**src/rtl/bpsk_bit_source.sv**
```systemverilog
// Data-bit source for the BPSK modulator: LFSR or fixed pattern, one symbol per
// programmable number of carrier cycles, with bit changes aligned to phase wraps.
module bpsk_bit_source #(
  parameter int PAT_W = 16,
  parameter int CNT_W = 8
) (
  input  logic             clk,
  input  logic             reset,
  input  logic             enable,
  input  logic [1:0]       mode,
  input  logic [CNT_W-1:0] cycles_per_symbol,
  input  logic [PAT_W-1:0] pattern,
  input  logic             phase_wrap,
  output logic             modulator,
  output logic             symbol_strobe,
  output logic             aligned,
  output logic [15:0]      symbol_count
);

  localparam int IDX_W = (PAT_W > 1) ? $clog2(PAT_W) : 1;

  typedef enum logic [1:0] {
    ST_IDLE       = 2'd0,
    ST_WAIT_ALIGN = 2'd1,
    ST_RUN        = 2'd2
  } state_t;

  state_t           state_q, state_d;
  logic [4:0]       lfsr_q, lfsr_d;
  logic [IDX_W-1:0] idx_q, idx_d;
  logic [CNT_W-1:0] cyc_cnt_q, cyc_cnt_d;
  logic [CNT_W-1:0] cps_sh_q, cps_sh_d;
  logic             modulator_q, modulator_d;
  logic             strobe_q, strobe_d;
  logic             aligned_q, aligned_d;
  logic [15:0]      count_q, count_d;

  logic [4:0]       lfsr_cur;
  logic [CNT_W-1:0] eff_cps;
  logic [IDX_W-1:0] pat_sel;
  logic             emit;

  // The output bit is resolved from mode/pattern at the emission instant, so
  // only the symbol length needs a shadow copy to survive until the boundary.
  always_comb begin
    state_d     = state_q;
    lfsr_d      = lfsr_q;
    idx_d       = idx_q;
    cyc_cnt_d   = cyc_cnt_q;
    cps_sh_d    = cps_sh_q;
    modulator_d = modulator_q;
    strobe_d    = 1'b0;
    count_d     = count_q;
    emit        = 1'b0;

    lfsr_cur = (lfsr_q == 5'd0) ? 5'b00001 : lfsr_q;
    eff_cps  = (cps_sh_q == '0) ? CNT_W'(1) : cps_sh_q;
    pat_sel  = IDX_W'(PAT_W - 1) - idx_q;

    case (state_q)
      ST_IDLE: begin
        state_d = ST_WAIT_ALIGN;
      end
      ST_WAIT_ALIGN: begin
        if (phase_wrap) begin
          emit    = 1'b1;
          state_d = ST_RUN;
        end
      end
      ST_RUN: begin
        if (phase_wrap) begin
          if (cyc_cnt_q == eff_cps - CNT_W'(1)) emit = 1'b1;
          else cyc_cnt_d = cyc_cnt_q + CNT_W'(1);
        end
      end
      default: state_d = ST_IDLE;
    endcase

    if (emit) begin
      cyc_cnt_d = '0;
      cps_sh_d  = cycles_per_symbol;
      strobe_d  = 1'b1;
      count_d   = count_q + 16'd1;
      case (mode)
        2'b00: begin
          modulator_d = lfsr_cur[4];
          lfsr_d      = {lfsr_cur[3:0], lfsr_cur[4] ^ lfsr_cur[2]};
        end
        2'b01: begin
          modulator_d = pattern[pat_sel];
          idx_d       = (idx_q == IDX_W'(PAT_W - 1)) ? '0 : idx_q + IDX_W'(1);
        end
        2'b10:   modulator_d = 1'b0;
        default: modulator_d = 1'b1;
      endcase
    end

    // Disable wins over any wrap in the same cycle; symbol_count is since-reset.
    if (!enable) begin
      state_d     = ST_IDLE;
      lfsr_d      = 5'b00001;
      idx_d       = '0;
      cyc_cnt_d   = '0;
      modulator_d = 1'b1;
      strobe_d    = 1'b0;
      count_d     = count_q;
    end

    aligned_d = (state_d == ST_RUN);
  end

  always_ff @(posedge clk or posedge reset) begin
    if (reset) begin
      state_q     <= ST_IDLE;
      lfsr_q      <= 5'b00001;
      idx_q       <= '0;
      cyc_cnt_q   <= '0;
      cps_sh_q    <= '0;
      modulator_q <= 1'b1;
      strobe_q    <= 1'b0;
      aligned_q   <= 1'b0;
      count_q     <= '0;
    end else begin
      state_q     <= state_d;
      lfsr_q      <= lfsr_d;
      idx_q       <= idx_d;
      cyc_cnt_q   <= cyc_cnt_d;
      cps_sh_q    <= cps_sh_d;
      modulator_q <= modulator_d;
      strobe_q    <= strobe_d;
      aligned_q   <= aligned_d;
      count_q     <= count_d;
    end
  end

  assign modulator     = modulator_q;
  assign symbol_strobe = strobe_q;
  assign aligned       = aligned_q;
  assign symbol_count  = count_q;

endmodule

```
**config.mk**
```make
export PLATFORM = sky130hd
export DESIGN_NAME = bpsk_bit_source
export DESIGN_NICKNAME = d
export VERILOG_FILES = /design/src/rtl/bpsk_bit_source.sv
export SDC_FILE = /design/constraint.sdc
export NUM_CORES = 1
export LEC_CHECK = 0
export CAP_MARGIN = 20
export CORE_MARGIN = 4
export CORE_UTILIZATION = 25
export DETAILED_ROUTE_END_ITERATION = 10
export SLEW_MARGIN = 5
export SYNTH_ARGS = -nofsm -noshare
export SYNTH_HDL_FRONTEND = slang
export SYNTH_SLANG_ARGS = --single-unit
```
**constraint.sdc**
```tcl
create_clock -name clk -period 5.6 [get_ports clk]
set_input_delay 1.12 -clock clk [delete_from_list [all_inputs] [get_ports clk]]
set_output_delay 1.12 -clock clk [all_outputs]
set_load 0.02 [all_outputs]
```
==> out/metrics.sh <==
POST-PLACE-WS_NS=2.09
CLK_ROOT_BUFFER_CELL='clkbuf_16'
DIE_WIDTH_UM=116
SYN-MEAN-INSTANCE-AREA_SQ_UM=9.95
GRT_MAX_DEGREE=47
AREA_GROWTH_PCT=26.2
FLOORPLAN.INITIALDENSITY_PCT=25.5
GRT_USAGE_PCT=10.7
POST_CTS_HOLD_BUFFER_COUNT=0
RUN_STATUS='finished, final reports clean'
SLEW_VIOLATIONS=0
SYNTHESIS.YOSYS.WARNINGS=0
CRIT_PATH_CELL_TRACE='nor4_4 > a21oi_1 > ha_1 > xnor2_1 > a221oi_1 > nand4_1 > or4_4 > nand2_2 > mux2_2'
FP-ROW-COUNT=39
TOTALNEGATIVESETUPSLACK_NS=0
CP_MAX_FO=26
LAYOUT.FILLER_CELLS=1175
LAYOUT_MIN_CYCLE_TIME_NS=3.20
DRIVE_GT1_SHARE_PCT=12.3
CTS_MADE_BUFFERS=5
YS_FF_LATCH=46
CTSRESIZECOUNT=0
GLOBAL_ROUTE_WIRE_LENGTH_BEFORE_REPAIR_UM=11500
SYNTH_FP_NETS=329
CLOCK_SINK_TOTAL=46
FMAX_MHz=313
DIE-HEIGHT_UM=116
DESIGN.DIE.AREA_SQ_MM=0.0134
CLK_PIN_SLEW_NS=0.06
FIN_UTIL_PCT=32.1
CORE_REGION_AREA_SQ_MM=0.0114
SYNTH_SEQUENTIAL_AREA_RATIO_PCT=39.9
SYNTH.MOST_COMMON_CELL='dfrtp_1'
P_LEAK_nW=1.52
POSTCTSSETUPREPAIRBUFS=0
CRIT_PATH_TOP_DELAY_CELL='or4_4'
WORSTSKEWPAIRLATENCY_NS=0.28
BUFFER_PORTS.INSERTED=48
END_KIND='register'
CLOCK_TREE.BUFFER_DEPTH=2
POSTROUTEANTENNANETS=0
CRITICAL-PATH-MAX-STAGE-DELAY_NS=0.63
WORSTPATHARRIVAL_NS=3.37
POWER.DENSITY_CELL_AREA_mW_PER_MM2=285
MAX_SLEW_MARGIN_PCT=49.7
WORSTSETUPSTARTPOINTTYPE='register'
TOP_LEVEL_PORTS=49
GRT_ANTENNA_BEFORE_REPAIR=0
SYNTH_TOP_AREA_SHARE_PCT=38.0
SYN-CELL-AREA_SQ_MM=0.00289
YS_TOP_CELLS_BY_AREA='dfrtp_1, xor2_1, ha_1'
SYNTH.TOP_CELLS.BY_COUNT='dfrtp_1, nand2_1, xor2_1'
RSZ0062_AT_GRT='false'
WORST_CLOCK_SKEW_NS=0.00464
NUMBER_OF_OPTIMIZATION_ITERATIONS_IN_THE_FIRST_DETAILED_ROUTE_PASS=4
SETUP_SLACK_NS=2.40
PATH_CATEGORY_OF_THE_WORST_MIN_DELAY_CHECK='register to register'
SETUP_VIOLATIONS=0
YS_ASYNC_SR_FRACTION_PCT=100
DRT_FIRST_ITER_VIOLATIONS=85
YOSYSUNIQUECELLTYPES=57
POST-ROUTE-PERIOD-UTIL_PCT=57.1
CRITPATHKIND='register to register'
NUMBER_OF_SYNTHESIZED_FLOPS_WITH_AN_ENABLE_PIN=0
TOTAL_POWER_mW=1.04
PLACEMENT.CELL_AREA_SQ_MM=0.00348
CTS_TREE='done'
GP_ROUTABILITY_CONGESTION=0.820
SYN-INSTANCE-COUNT=291
MOST_COMMON_FLOP_CELL_MAPPED_BY_YOSYS='dfrtp_1'
LAYOUT.NETS=372
MAX-CAP-VIOLATIONS=0
CRITICAL_PATH_REQUIRED_NS=5.77
FINALHOLDVIOLATIONS=0
GRT_PASS1_VIAS=2375
TIGHTESTPINTRANSITION_NS=0.752
DETAILROUTE.VIA_COUNT=2350
VDD.IR_DROP.WORST_uV=125
POSTROUTEWIRELENGTH_UM=6930
WL_PER_CELL_UM=14.5
DRCVIOLATIONCOUNT=0
DP_HPWL_UM=4920
N_ANTENNA_CELL=0
DRT-VIAS-PER-INSTANCE=4.93
GRT_REMAINING_OVERFLOW=0
HTREE_LEVELS=2
NETLIST.TOP_CELL.BY_AREA='dfrtp_1'
FINAL_STANDARD_CELL_AREA_WITHOUT_FILLERS_SQ_MM=0.00365
==> layout make-up <==
class | instances | area, sq um | share of cell area, %
multi-input cells | 218 | 1610 | 44.1
clock inverters | 1 | 7.51 | 0.205
flip-flops and latches | 46 | 1150 | 31.6
well taps | 143 | 179 | 4.90
clock buffers | 6 | 129 | 3.53
inverters | 11 | 41.3 | 1.13
repair buffers | 52 | 531 | 14.5
==> worst max-delay path, delay by kind of cell, from the launching register on <==
kind / cells / cell delay (ns)
AO/OA/AOI/OAI: 2 / 0.41
multiplexers: 1 / 0.36
flip-flops: 1 / 0.48
adder cells (fa/ha/maj): 1 / 0.31
XOR/XNOR: 1 / 0.12
AND/OR/NAND/NOR: 4 / 1.39
==> placed cells by master (no fill, tap or decap), types with 8 or more instances in the layout <==
cell type,count
a21oi_1,16
nand3_1,17
mux2_2,8
dfrtp_1,44
nand2_1,21
clkdlybuf4s50_1,48
o21ai_0,12
xor2_1,20
inv_1,10
ha_1,8
nor2_1,12
==> cells by family (layout without fill, tap and decap cells) <==
kind of cell	after synthesis	in the layout	share of synthesized area, %
mux	16	16	7.78
fa+ha+maj	8	8	3.46
compound gates	70	70	17.7
xor+xnor	24	24	7.26
buf+inv	27	70	4.41
simple gates	100	100	19.5
flops	46	46	39.9
==> per-layer routing <==
| layer | vias up | global-route usage (%) | wire (um) |
|---|---|---|---|
| met5 | - | 0 | 0 |
| met4 | 0 | 2.90 | 50 |
| met3 | 6 | 2.19 | 238 |
| met2 | 45 | 18.5 | 3540 |
| met1 | 1133 | 13.5 | 3100 |
| li1 | 1166 | - | - |
==> state kept, by name, summed over array words and instances, names as in the netlist <==
signal and cells:
aligned 1, cps_sh_q 8, cyc_cnt_q 8, idx_q 4, lfsr_q 5, modulator 1, state_q 2, symbol_count 16
symbol_strobe 1
==> report_power, final <==
| part | switching (mW) | internal (mW) | total (mW) |
|---|---|---|---|
| sequential | 0.0814 | 0.375 | 0.456 |
| combinational | 0.141 | 0.155 | 0.296 |
| clock | 0.124 | 0.163 | 0.287 |
| total | 0.346 | 0.693 | 1.04 |
==> stage by stage <==
step	std cells	hold WS [ns]
3_5_place_dp	468	0.463
2_1_floorplan	291	0.516
4_1_cts	475	0.475
5_1_grt	477	0.504
3_3_place_gp	468	0.464
6_report	477	0.472
==> worst paths after layout <==
kind / slack [ns] / from / end / cells past startpoint
min reg2reg: 0.47 / symbol_count[15]$_DFFE_PP0P_ / symbol_count[15]$_DFFE_PP0P_ / 1
max reg2reg: 2.40 / cps_sh_q[2]$_DFFE_PP0P_ / cps_sh_q[5]$_DFFE_PP0P_ / 9
max: 2.40 / cps_sh_q[2]$_DFFE_PP0P_ / cps_sh_q[5]$_DFFE_PP0P_ / 9
max in group asynchronous: 4.02 / reset / modulator$_DFFE_PP1P_ / 3
min: 0.47 / symbol_count[15]$_DFFE_PP0P_ / symbol_count[15]$_DFFE_PP0P_ / 1
min in group asynchronous: 1.06 / reset / symbol_count[11]$_DFFE_PP0P_ / 2
Power figures use the tool's default switching activity.
